`config.mk`:
```
export PLATFORM = sky130hd
export DESIGN_NAME = ps2_key_decoder
export DESIGN_NICKNAME = d
export VERILOG_FILES = /design/src/rtl/ps2_key_decoder.sv
export SDC_FILE = /design/constraint.sdc
export NUM_CORES = 1
export LEC_CHECK = 0
export ABC_AREA = 1
export CAP_MARGIN = 25
export CORE_UTILIZATION = 25
export DETAILED_ROUTE_END_ITERATION = 7
export GPL_TIMING_DRIVEN = 0
export MAX_ROUTING_LAYER = met4
export SETUP_SLACK_MARGIN = 0.2
export SLEW_MARGIN = 40
export SYNTH_ARGS = -nofsm -noshare
export SYNTH_HDL_FRONTEND = slang
export SYNTH_SLANG_ARGS = --single-unit
```
`constraint.sdc`:
```
create_clock -name clk -period 1.35 [get_ports clk]
set_input_delay 0.2025 -clock clk [delete_from_list [all_inputs] [get_ports clk]]
set_output_delay 0.2025 -clock clk [all_outputs]
set_load 0.01 [all_outputs]
```
`src/rtl/ps2_key_decoder.sv`:
```
// PS/2 keyboard receiver + scan-code decoder (make/break, E0 extended); `KEY_REPEAT_FILTER_EN drops typematic repeats.
// Latency: ready two clk cycles after the cycle the synchronised stop bit is sampled.
// Backpressure: none; the keyboard cannot be stalled, so the downstream stage must take every ready strobe.
module ps2_key_decoder #(
  parameter int TIMEOUT_CYCLES = 100000,
  parameter int SYNC_STAGES    = 2
) (
  input  logic       clk,
  input  logic       rst,
  input  logic       ps2_clk,
  input  logic       ps2_data,
  output logic [2:0] key_val,
  output logic       press,
  output logic       ready,
  output logic       frame_err
);

  localparam int TW = (TIMEOUT_CYCLES > 2) ? $clog2(TIMEOUT_CYCLES) : 1;
  localparam logic [TW-1:0] TO_MAX = TW'(TIMEOUT_CYCLES - 1);

  typedef enum logic [1:0] {IDLE, DATA, PARITY, STOP} rx_state_t;

  // Synchronisers reset high so an idle bus produces no spurious edge.
  logic [SYNC_STAGES-1:0] clk_sync;
  logic [SYNC_STAGES-1:0] dat_sync;
  logic                   clk_prev;

  always_ff @(posedge clk or posedge rst) begin
    if (rst) begin
      clk_sync <= '1;
      dat_sync <= '1;
      clk_prev <= 1'b1;
    end else begin
      clk_sync <= {clk_sync[SYNC_STAGES-2:0], ps2_clk};
      dat_sync <= {dat_sync[SYNC_STAGES-2:0], ps2_data};
      clk_prev <= clk_sync[SYNC_STAGES-1];
    end
  end

  logic ps2_fall;
  logic ps2_bit;
  assign ps2_fall = clk_prev & ~clk_sync[SYNC_STAGES-1];
  assign ps2_bit  = dat_sync[SYNC_STAGES-1];

  rx_state_t       rx_state;
  logic [2:0]      bit_cnt;
  logic [7:0]      shift_dat;
  logic            par_bit;
  logic [TW-1:0]   to_cnt;
  logic            byte_vld;
  logic [7:0]      byte_dat;

  always_ff @(posedge clk or posedge rst) begin
    if (rst) begin
      rx_state  <= IDLE;
      bit_cnt   <= 3'd0;
      shift_dat <= 8'h00;
      par_bit   <= 1'b0;
      to_cnt    <= '0;
      byte_vld  <= 1'b0;
      byte_dat  <= 8'h00;
      frame_err <= 1'b0;
    end else begin
      byte_vld  <= 1'b0;
      frame_err <= 1'b0;
      if (ps2_fall) begin
        to_cnt <= '0;
        case (rx_state)
          IDLE: begin
            if (!ps2_bit) begin
              rx_state <= DATA;
              bit_cnt  <= 3'd0;
            end
          end
          DATA: begin
            shift_dat <= {ps2_bit, shift_dat[7:1]};
            bit_cnt   <= bit_cnt + 3'd1;
            if (bit_cnt == 3'd7) rx_state <= PARITY;
          end
          PARITY: begin
            par_bit  <= ps2_bit;
            rx_state <= STOP;
          end
          default: begin
            if (ps2_bit && (^{shift_dat, par_bit})) begin
              byte_vld <= 1'b1;
              byte_dat <= shift_dat;
            end else begin
              frame_err <= 1'b1;
            end
            rx_state <= IDLE;
          end
        endcase
      end else if (rx_state == IDLE) begin
        to_cnt <= '0;
      end else if (to_cnt == TO_MAX) begin
        to_cnt    <= '0;
        rx_state  <= IDLE;
        frame_err <= 1'b1;
      end else begin
        to_cnt <= to_cnt + 1'b1;
      end
    end
  end

  // {hit, code}; a code only matches under its own ext value.
  function automatic logic [3:0] lookup(input logic e, input logic [7:0] b);
    case ({e, b})
      9'h016:  lookup = 4'b1_000;
      9'h01E:  lookup = 4'b1_001;
      9'h026:  lookup = 4'b1_010;
      9'h025:  lookup = 4'b1_011;
      9'h175:  lookup = 4'b1_100;
      9'h172:  lookup = 4'b1_101;
      9'h16B:  lookup = 4'b1_110;
      9'h174:  lookup = 4'b1_111;
      default: lookup = 4'b0_000;
    endcase
  endfunction

  logic       ext;
  logic       brk;
  logic [3:0] lk;
  assign lk = lookup(ext, byte_dat);

`ifdef KEY_REPEAT_FILTER_EN
  logic [7:0] held;
`endif

  always_ff @(posedge clk or posedge rst) begin
    if (rst) begin
      ext     <= 1'b0;
      brk     <= 1'b0;
      key_val <= 3'b000;
      press   <= 1'b1;
      ready   <= 1'b0;
`ifdef KEY_REPEAT_FILTER_EN
      held    <= 8'h00;
`endif
    end else begin
      ready <= 1'b0;
      if (frame_err) begin
        ext <= 1'b0;
        brk <= 1'b0;
      end else if (byte_vld) begin
        if (byte_dat == 8'hE0) begin
          ext <= 1'b1;
        end else if (byte_dat == 8'hF0) begin
          brk <= 1'b1;
        end else begin
          ext <= 1'b0;
          brk <= 1'b0;
          if (lk[3]) begin
`ifdef KEY_REPEAT_FILTER_EN
            if (brk) begin
              held[lk[2:0]] <= 1'b0;
              key_val <= lk[2:0];
              press   <= 1'b0;
              ready   <= 1'b1;
            end else if (!held[lk[2:0]]) begin
              held[lk[2:0]] <= 1'b1;
              key_val <= lk[2:0];
              press   <= 1'b1;
              ready   <= 1'b1;
            end
`else
            key_val <= lk[2:0];
            press   <= ~brk;
            ready   <= 1'b1;
`endif
          end
        end
      end
    end
  end

endmodule

```
==> summary.txt, run 1 <==
Setup path
  • Crit-path slowest cell: dfstp_2
  • CP arrival: 1720 ps
  • Worst Path Class, Setup: flip-flop to flip-flop
  • Critical Path Most Common Cell: inv_2
  • CP Data Required Time: ~1600 ps
  • Worst stage delay on the critical path: ~530 ps
  • Critical path startpoint category: flip-flop
  • Reg-to-reg startpoint: clk_prev
  • Sequence of cells on the critical path: inv_2 > nor2_4 > clkinv_4 > nor2_8 > inv_2 > or2_1 > nand3_2 > nor2_1 > a21oi_1
  • Critical path capture point type: flip-flop
  • Depth of the most critical reg-to-reg path: 9
  • Worst r2r dst: rx_state[0]
  • R2R setup slack: -140 ps
  • Worst-path fanout max: 5

STA
  • Final setup TNS: -2320 ps
  • Max-slew headroom: around two thirds
  • Period Utilization, post-route: 110%
  • Unrepaired setup endpoints after global routing: true
  • Final WS setup: -139 ps
  • Slew at the pin closest to its max-slew limit: about 480 ps
  • Final min period: approximately 1500 ps
  • Clock Skew: approximately 12 ps
  • Hold Fails Final Rpt: 0
  • Max-slew violations: 0
  • Fmax: 672 MHz
  • Final setup fails: 35

Outcome
  • Status: finished, violations left
  • Failing checks: negative setup slack

Global route
  • Grt total ovfl: 0
  • Largest net degree at the start of global routing: 21
  • Antenna violations before repair: 0
  • GRT Util Overall: between 10% and 20%
  • Vias in the first global route: 2,296
  • First-pass GRT wire length: between 10,000 and 15,000 um

Layout
  • Layout cells sized above 1: a little over two fifths
  • Filler instances: about 1,100
  • Layout area overhead: 43.2%
  • Final nets: 413
  • Number of diodes: 0
  • Most common cell after layout, fill and taps aside: nand2_1
  • Final cell count without fillers: ~540
  • Commonest non-fill, non-tap cells in the layout: 62 x nand2_1, 43 x dfrtp_1, 34 x inv_1

Route
  • Residual DRC: 0
  • Avg WL per Cell: between 10 and 15 um
  • Routed vias: approximately 2,400
  • Initial detailed-routing violation count: between 80 and 90
  • Drt pass-1 iters: 4
  • DR vias/cell: approximately 4.4
  • Antenna-violating nets left: 0
  • Post-Route WL: about 6100 um

Synthesis
  • #FFs+latches synth: 53
  • Mapped Cells: roughly 340
  • Primary FF master, synth: dfrtp_1
  • EDFF count, synth: 0
  • Synth Area per Inst: approximately 8 um^2
  • Seq/Total Area, Yosys: between 40% and 50%
  • Yosys cell types: 33
  • Cell area after synthesis: between 0.002 and 0.003 mm^2
  • Yosys warns: 0
  • Async S/R FF share, synth: 100%
  • Syn Nets: 350

Clock network
  • Reg clk slew, reported paths: 100 ps
  • Skew-Pair Late Insertion Delay: 310 ps
  • CTS tree: done
  • Clk sink count: 53
  • H-tree depth: 2
  • Clock root buffer: clkbuf_8
  • Clock buffer depth: 2
  • Total CTS buffers: 5

Placed design
  • Final HPWL from detailed placement: roughly 3800 um
  • Gp weighted congestion: between 0.8 and 0.9
  • Placed cells: between 400 and 500
  • Number of I/O port buffers: 9

Die
  • Die W: ~110 um
  • Site Rows: 38
  • Ports: 10
  • Initial Util: approximately a quarter
  • Die Span Y: about 110 um
  • Core box area: between 0.01 and 0.015 mm^2
  • Die Area: between 0.01 and 0.015 mm^2

Power and ir drop
  • Peak VDD IR: a little over 0.6 mV
  • P_leak: about 1.8 nW
  • Pwr dens: 1490 mW/mm^2
  • Tot Pwr: a little under 6 mW

Worst hold path
  • HP Class: input pin to async pin

Job
  • Maxcap violations: 0
-- flip-flops by register name, indices dropped and copies added, names as in the netlist --
signal,count
rx_state,2
key_val,3
clk_prev,1
brk,1
par_bit,1
ext,1
frame_err,1
byte_vld,1
press,1
shift_dat,8
dat_sync,2
clk_sync,2
bit_cnt,3
to_cnt,17
ready,1
byte_dat,8
-- critical path, delay by kind of cell, from the launching register on --
family	cells	cell delay, ps
flops	1	530
compound gates	1	100
simple gates	5	590
buf+inv	3	200
-- kinds of logic (layout without fill, tap and decap cells) --
group           count (synthesis)  count (layout)  synth area share [%]
simple gates                  189             191                  32.9
flops                          53              53                  48.2
buf+inv                        47             109                  6.46
compound gates                 35              35                  6.96
fa+ha+maj                       8               8                  3.62
xor+xnor                        6               6                  1.90
-- cells in the mapped netlist, types with 3 or more instances --
library cell,count,share of area [%]
inv_1,42,5.7
a21oi_1,12,2.2
nand2_4,3,1.2
xor2_1,4,1.3
ha_1,8,3.6
nand4_1,16,3.6
o21ai_1,4,0.72
o21ai_0,14,2.5
nand2_1,90,12
dfstp_2,6,5.7
dfrtp_1,47,42
nor3_1,8,1.4
nor2_1,34,4.6
nand3_1,18,3.3
nor2_2,4,0.90
nand2_2,4,0.90
-- repair_timing --
item	CTS	global route
setup endpoints to repair	54	53
pin swaps	21	28
cloned	3	1
hold buffers	0	0
setup buffers	32	9
resized for setup	62	83
-- power breakdown --
part	switching, mW	internal (mW)	leakage, nW	total (mW)
combinational	1.59	1.13	1.07	2.72
clock	0.517	0.551	0.0552	1.07
sequential	0.295	1.83	0.699	2.13
total	2.41	3.51	1.82	5.92
-- how the worst max path moves through the flow --
stage / from / to / slack, ps
6_report: clk_prev / rx_state[0] / -140
5_1_grt: shift_dat[2] / byte_dat[2] / -260
3_5_place_dp: rx_state[0] / to_cnt[9] / -270
2_1_floorplan: clk_prev / rx_state[0] / -70
3_3_place_gp: rx_state[0] / to_cnt[2] / -230
4_1_cts: to_cnt[0] / to_cnt[13] / -120
-- per-stage QoR --
stage | hold WS (ps) | setup WS (ps) | cell area, um^2 | utilization (%)
after floorplan | 207 | -65.3 | 2830 | -
after global placement | 346 | -233 | 3100 | 28.7
after detailed placement | 347 | -270 | 3150 | 29.2
after CTS | 267 | -116 | 3670 | 34.0
after global routing | 282 | -262 | 3970 | 36.7
final | 256 | -139 | 3970 | 36.7
-- layer usage --
metal	part of all wire [%]	GRT usage [%]	up-vias
met4	0.94	3.23	0
met1	44	13.6	1142
met2	52	18.3	30
met3	2.9	2.19	6
met5	0	-	-
li1	-	-	1227
-- area by class of cell --
class	instances	area, um^2	area share (%)
multi-input cells	240	1650	41.6
flip-flops and latches	53	1340	33.8
repair inverters	1	6.26	0.158
inverters	45	183	4.61
clock buffers	6	72.6	1.83
plain buffers	2	22.5	0.568
clock inverters	2	35.0	0.884
repair buffers	53	482	12.1
well taps	140	175	4.42
Note: power is estimated with default switching activity, not from simulation.
==> inputs of run 2 (changes only) <==
--- a/config.mk
+++ b/config.mk
@@ -7,8 +7,10 @@
 export LEC_CHECK = 0
 export ABC_AREA = 1
 export CAP_MARGIN = 25
+export CORE_ASPECT_RATIO = 1.75
 export CORE_UTILIZATION = 25
 export DETAILED_ROUTE_END_ITERATION = 7
+export DONT_BUFFER_PORTS = 1
 export GPL_TIMING_DRIVEN = 0
 export MAX_ROUTING_LAYER = met4
 export SETUP_SLACK_MARGIN = 0.2
==> run 2 against run 1 <==
Against the previous run: clock-buffer cell count did not move; core utilization shrank 0.16 points; design area is 0.73% lower; non-clock buffer count up 2; maximum frequency fell by 0.21%; hold slack gained 19 ps; critical path depth up 3; the run still ends with negative setup slack left; total power up 5.4%; via count rose by 4.2%; first-iteration DRC count is 27% lower; die area grew 0.15%; final cell count down 1.5%; critical endpoint is now byte_dat[1].
==> summary.txt, run 2 (same netlist as run 1, synthesis figures left out) <==
Die
  • Ports: 10
  • Die W: 81.6 um
  • Core box area: 0.0108 mm^2
  • Initial Util: 25.7%
  • Die Span Y: 141 um
  • Site Rows: 50
  • Die Area: around 0.012 mm^2

Route
  • Initial detailed-routing violation count: 65
  • M1 wire length: 2390 um
  • Routed vias: around 2,500
  • Residual DRC: 0
  • Avg WL per Cell: around 12 um
  • Max Used Layer: met4
  • Met3 wire len: 148 um
  • Routed wl met2: between 3000 and 4000 um
  • Drt pass-1 iters: 4
  • DR vias/cell: roughly 4.7
  • Post-Route WL: between 6000 and 7000 um
  • Antenna-violating nets left: 0

Power and ir drop
  • Pwr dens: roughly 1600 mW/mm^2
  • Peak VDD IR: 0.751 mV
  • P_leak: 1.79 nW

Setup path
  • CP arrival: 1680 ps
  • Critical path startpoint category: flip-flop
  • CP endpoint: byte_dat[1]
  • Critical path capture point type: flip-flop
  • R2R setup slack: -140 ps
  • Worst stage delay on the critical path: 450 ps
  • Crit-path slowest cell: dfrtp_2
  • Reg-to-reg startpoint: shift_dat[2]
  • Depth of the most critical reg-to-reg path: 12
  • CP Data Required Time: between 1500 and 2000 ps
  • Worst Path Class, Setup: flip-flop to flip-flop
  • CP Launch Point: shift_dat[2]
  • Worst-path fanout max: 5
  • Worst r2r dst: byte_dat[1]
  • Sequence of cells on the critical path: nand2_2 > inv_2 > nor2_2 > nand2_1 > nand2_1 > nand2_2 > nand2_2 > nand2_2 > nand2_4 > nand3_4 > nand2_1 > nand2_1

STA
  • Clock Skew: just under 3 ps
  • Fmax: about 670 MHz
  • Final WS setup: -142 ps
  • Final min period: roughly 1500 ps
  • Final setup fails: 44
  • Hold Fails Final Rpt: 0
  • Max-slew violations: 0
  • Unrepaired setup endpoints after global routing: true
  • Slew at the pin closest to its max-slew limit: about 330 ps
  • Period Utilization, post-route: 110%
  • Max-slew headroom: ~80%
  • Final setup TNS: -3480 ps

Global route
  • Largest net degree at the start of global routing: 24
  • Vias in the first global route: 2,422
  • Grt total ovfl: 0
  • Antenna violations before repair: 0
  • GRT Util Overall: between 10% and 20%
  • First-pass GRT wire length: between 10,000 and 15,000 um

Clock network
  • Skew-Pair Late Insertion Delay: just under 300 ps
  • Total CTS buffers: 5
  • Clock root buffer: clkbuf_16
  • Clock buffer depth: 2
  • CTS tree: done
  • H-tree depth: 2
  • Clk sink count: 53
  • Reg clk slew, reported paths: about 70 ps

Layout
  • Filler instances: 1,056
  • Largest Register: to_cnt
  • Most common cell after layout, fill and taps aside: nand2_1
  • Max FFs per register: 17
  • Area of the multi-input gates: 0.00159 mm^2
  • Register area: 0.00134 mm^2
  • Commonest non-fill, non-tap cells in the layout: 69 x nand2_1, 42 x dfrtp_1, 39 x buf_4
  • Top Registers: to_cnt (17), byte_dat (8), shift_dat (8)
  • Final nets: 415
  • Layout area overhead: 42.2%
  • Layout cells sized above 1: 42.8%
  • Finished layout cell area: 0.00394 mm^2
  • Number of diodes: 0

Placed design
  • Number of I/O port buffers: 0
  • Gp weighted congestion: about 0.81
  • Placed cell areas: between 0.003 and 0.004 mm^2
  • Final HPWL from detailed placement: approximately 4100 um
  • Place WS: -300 ps

Worst hold path
  • HP Class: input pin to async pin

Outcome
  • Status: finished, violations left
  • Failing checks: negative setup slack

Job
  • Maxcap violations: 0
run 2: cell count changes in the layout (fill, tap and decap cells not counted), sizes merged:
cell	before	now
buf	48	51
clkdlybuf4s50	3	0
dlygate4sd3	0	3
bufinv	1	0
clkbuf	10	9
inv	44	45
run 2: layer usage:
layer | vias to the layer above | global-route usage [%]
li1 | 1231 | -
met1 | 1211 | 11.7
met2 | 43 | 21.8
met3 | 22 | 1.94
met4 | 0 | 6.20
met5 | - | -
run 2: layout make-up:
cell class	count	area share, %
Clock buffer	6	3.27
Sequential cell	53	34.0
Timing Repair inverter	1	0.159
Inverter	45	4.64
Clock inverter	2	0.254
Buffer	2	0.477
Timing Repair Buffer	55	12.6
Multi-Input combinational cell	240	40.4
Tap cell	130	4.13
run 2: what timing repair did:
item                                    4_1_cts  5_1_grt
resized for setup                            44       64
pin swaps                                    16       28
endpoints found under the setup margin       48       49
hold buffers                                  3        0
hold endpoints to repair                     13        0
cloned                                        3        1
setup buffers                                29       20
run 2: worst min path at each step:
stage	start	to	slack, ps
global route	rst	byte_dat[0]	290
detailed placement	rst	key_val[1]	90
global placement	ps2_data	dat_sync[0]	210
floorplan	ps2_clk	clk_sync[0]	210
finish	rst	byte_dat[0]	270
CTS	clk_sync[0]	clk_sync[1]	360
run 2: power breakdown:
| part | total [mW] | leakage [nW] | switching (mW) | internal [mW] |
|---|---|---|---|---|
| combinational | 2.83 | 1.02 | 1.56 | 1.28 |
| clock | 1.27 | 0.0706 | 0.588 | 0.684 |
| sequential | 2.14 | 0.698 | 0.300 | 1.84 |
| total | 6.24 | 1.79 | 2.44 | 3.80 |
run 2: through the flow:
stage / hold slack, ps / power (mW) / instances / utilization [%]
after floorplan: 207 / 3.41 / 338 / -
after global placement: 207 / 3.70 / 468 / 27.8
after detailed placement: 88.3 / 3.78 / 470 / 28.3
after CTS: 357 / 5.50 / 513 / 33.3
after global routing: 293 / 6.63 / 534 / 36.6
final: 275 / 6.24 / 534 / 36.6
run 2: worst max-delay path, delay by kind of cell (launching register included):
kind,cells,cell delay (ps)
and+or+nand+nor,11,900
DFF,1,450
buffers and inverters,1,30
==> inputs of run 3 (changes only) <==
--- a/config.mk
+++ b/config.mk
@@ -12,7 +12,6 @@
 export DETAILED_ROUTE_END_ITERATION = 7
 export DONT_BUFFER_PORTS = 1
 export GPL_TIMING_DRIVEN = 0
-export MAX_ROUTING_LAYER = met4
 export SETUP_SLACK_MARGIN = 0.2
 export SLEW_MARGIN = 40
 export SYNTH_ARGS = -nofsm -noshare
==> constraint.sdc (replaced) <==
create_clock -name clk -period 1.8 [get_ports clk]
set_input_delay 0.27 -clock clk [delete_from_list [all_inputs] [get_ports clk]]
set_output_delay 0.27 -clock clk [all_outputs]
set_load 0.01 [all_outputs]
==> run 3 against run 2 <==
Against the previous run: the run now ends clean; critical endpoint is now byte_dat[2]; clock skew grew 4.3 ps; maximum frequency shrank 2.6%; largest power group is now sequential cells; clock power shrank 13%; non-clock buffer count shrank 38; die area is the same; wire length shrank 11%.
==> summary.txt, run 3 (same netlist as run 1, synthesis figures left out) <==
Layout
  • Layout area overhead: 21.7%
  • Largest Register: to_cnt
  • Top Registers: to_cnt (17), byte_dat (8), shift_dat (8)
  • Most common cell after layout, fill and taps aside: nand2_1
  • Layout cells sized above 1: around 20%
  • Max FFs per register: 17
  • Final core occ: between 30% and 40%
  • Final cell count without fillers: roughly 500
  • Commonest non-fill, non-tap cells in the layout: 84 x nand2_1, 44 x dfrtp_1, 40 x inv_1
  • Number of diodes: 0
  • Final nets: 376

Setup path
  • Critical Path Most Common Cell: nand2_1
  • Critical path startpoint category: flip-flop
  • Crit path max-delay family: simple AND/OR/NAND/NOR gates
  • Worst-path fanout max: 6
  • Crit-path slowest cell: dfrtp_1
  • CP arrival: 1720 ps
  • CP bufs+invs: 1
  • Worst Path Class, Setup: flip-flop to flip-flop
  • Worst stage delay on the critical path: between 400 and 500 ps
  • Sequence of cells on the critical path: nand2_1 > inv_1 > nor2_1 > nand2_1 > nand3_1 > nand3_2 > nand2_4 > nand3_4 > nand2_1 > nand2_1
  • CP Data Required Time: just under 2000 ps
  • Critical path capture point type: flip-flop

Die
  • Die Span Y: between 100 and 150 um
  • Core box area: 0.0108 mm^2
  • Initial Util: about a quarter
  • Die W: 81.6 um
  • Die Area: ~0.012 mm^2
  • Ports: 10
  • Site Rows: 50

STA
  • Final setup fails: 0
  • Clock Skew: about 7.2 ps
  • Slew at the pin closest to its max-slew limit: 444 ps
  • Hold Fails Final Rpt: 0
  • Fmax: 653 MHz
  • Unrepaired setup endpoints after global routing: true
  • Hold Slack: 356 ps
  • Max-slew headroom: a little over two thirds
  • Final min period: around 1500 ps
  • Final setup TNS: 0 ps
  • Period Utilization, post-route: 85.1%
  • Max-slew violations: 0

Placed design
  • Number of I/O port buffers: 0
  • Placed cells: between 400 and 500
  • Gp weighted congestion: 0.842
  • Final HPWL from detailed placement: between 4000 and 5000 um

Route
  • Post-Route WL: 5760 um
  • DR vias/cell: 4.57
  • Drt pass-1 iters: 4
  • Residual DRC: 0
  • Routed vias: about 2,300
  • Avg WL per Cell: around 12 um
  • Initial detailed-routing violation count: about 110
  • Antenna-violating nets left: 0

Power and ir drop
  • Peak VDD IR: between 0.4 and 0.5 mV
  • Tot Pwr: 4.25 mW
  • P_leak: roughly 1.6 nW
  • Pwr dens: approximately 1300 mW/mm^2

Global route
  • Largest net degree at the start of global routing: 35
  • Antenna violations before repair: 0
  • First-pass GRT wire length: ~9800 um
  • Grt total ovfl: 0
  • Vias in the first global route: approximately 2,300
  • GRT Util Overall: 11.0%

Worst hold path
  • HP Class: flip-flop to flip-flop

Clock network
  • Clk sink count: 53
  • Clock buffer depth: 2
  • Total CTS buffers: 5
  • CTS tree: done
  • Reg clk slew, reported paths: roughly 70 ps
  • H-tree depth: 2
  • Skew-Pair Late Insertion Delay: between 200 and 300 ps
  • Clock root buffer: clkbuf_16

Outcome
  • Status: completed

Job
  • Maxcap violations: 0
## run 3: cell types whose count changed in the layout (fill, tap and decap cells not counted), moves of 5 or more
| cell | previous run | this run |
|---|---|---|
| nand2_1 | 69 | 84 |
| buf_4 | 39 | 13 |
| nor2_1 | 19 | 31 |
| o21ai_0 | 5 | 13 |
| nand2_2 | 24 | 11 |
| inv_2 | 12 | 2 |
| nand3_1 | 12 | 17 |
| nor2_2 | 12 | 2 |
| inv_1 | 29 | 40 |
| buf_6 | 10 | 0 |
## run 3: final cells by class
type / instances / area [um^2]
tap: 130 / 163
buffer: 2 / 8.76
clock inverter: 1 / 30.0
inverter: 45 / 179
clock buffer: 7 / 143
sequential: 53 / 1340
fill: 1129 / 7390
multi-input combinational: 240 / 1360
timing repair buffer: 17 / 148
## run 3: per-layer routing
layer,vias to the layer above,part of all wire (%),GRT usage [%]
met1,1078,38,11.1
li1,1151,-,-
met4,0,2.5,6.30
met2,23,58,20.1
met3,9,2.2,2.33
met5,-,0,0
## run 3: power by group
group          leakage, nW  switching, mW  internal [mW]
logic                0.778          0.959          0.600
registers            0.701          0.213           1.37
clock network       0.0841          0.412          0.695
total                 1.56           1.58           2.67
## run 3: metrics by stage
stage                     worst slack [ps]  instance area (um^2)
after global placement                -336                  2930
after global routing                   139                  3370
after floorplan                        254                  2770
final                                  268                  3370
after detailed placement               144                  2950
after CTS                              200                  3190
## run 3: what timing repair did
action                     4_1_cts  5_1_grt
cloned                           0        2
resized for setup                5       26
pin swaps                        1        9
setup endpoints to repair       19       30
hold buffers                     3        0
setup buffers                    2       11
hold endpoints to repair        16        0
## run 3: final timing paths
check | from | to | slack, ps | depth (start not counted)
setup / recovery | shift_dat[2] | byte_dat[2] | 270 | 10
max in group asynchronous | rst | press | 860 | 3
hold / removal | clk_sync[0] | clk_sync[1] | 360 | 0
min in group asynchronous | rst | byte_dat[0] | 400 | 2
hold reg to reg | clk_sync[0] | clk_sync[1] | 360 | 0
setup reg to reg | shift_dat[2] | byte_dat[2] | 270 | 10
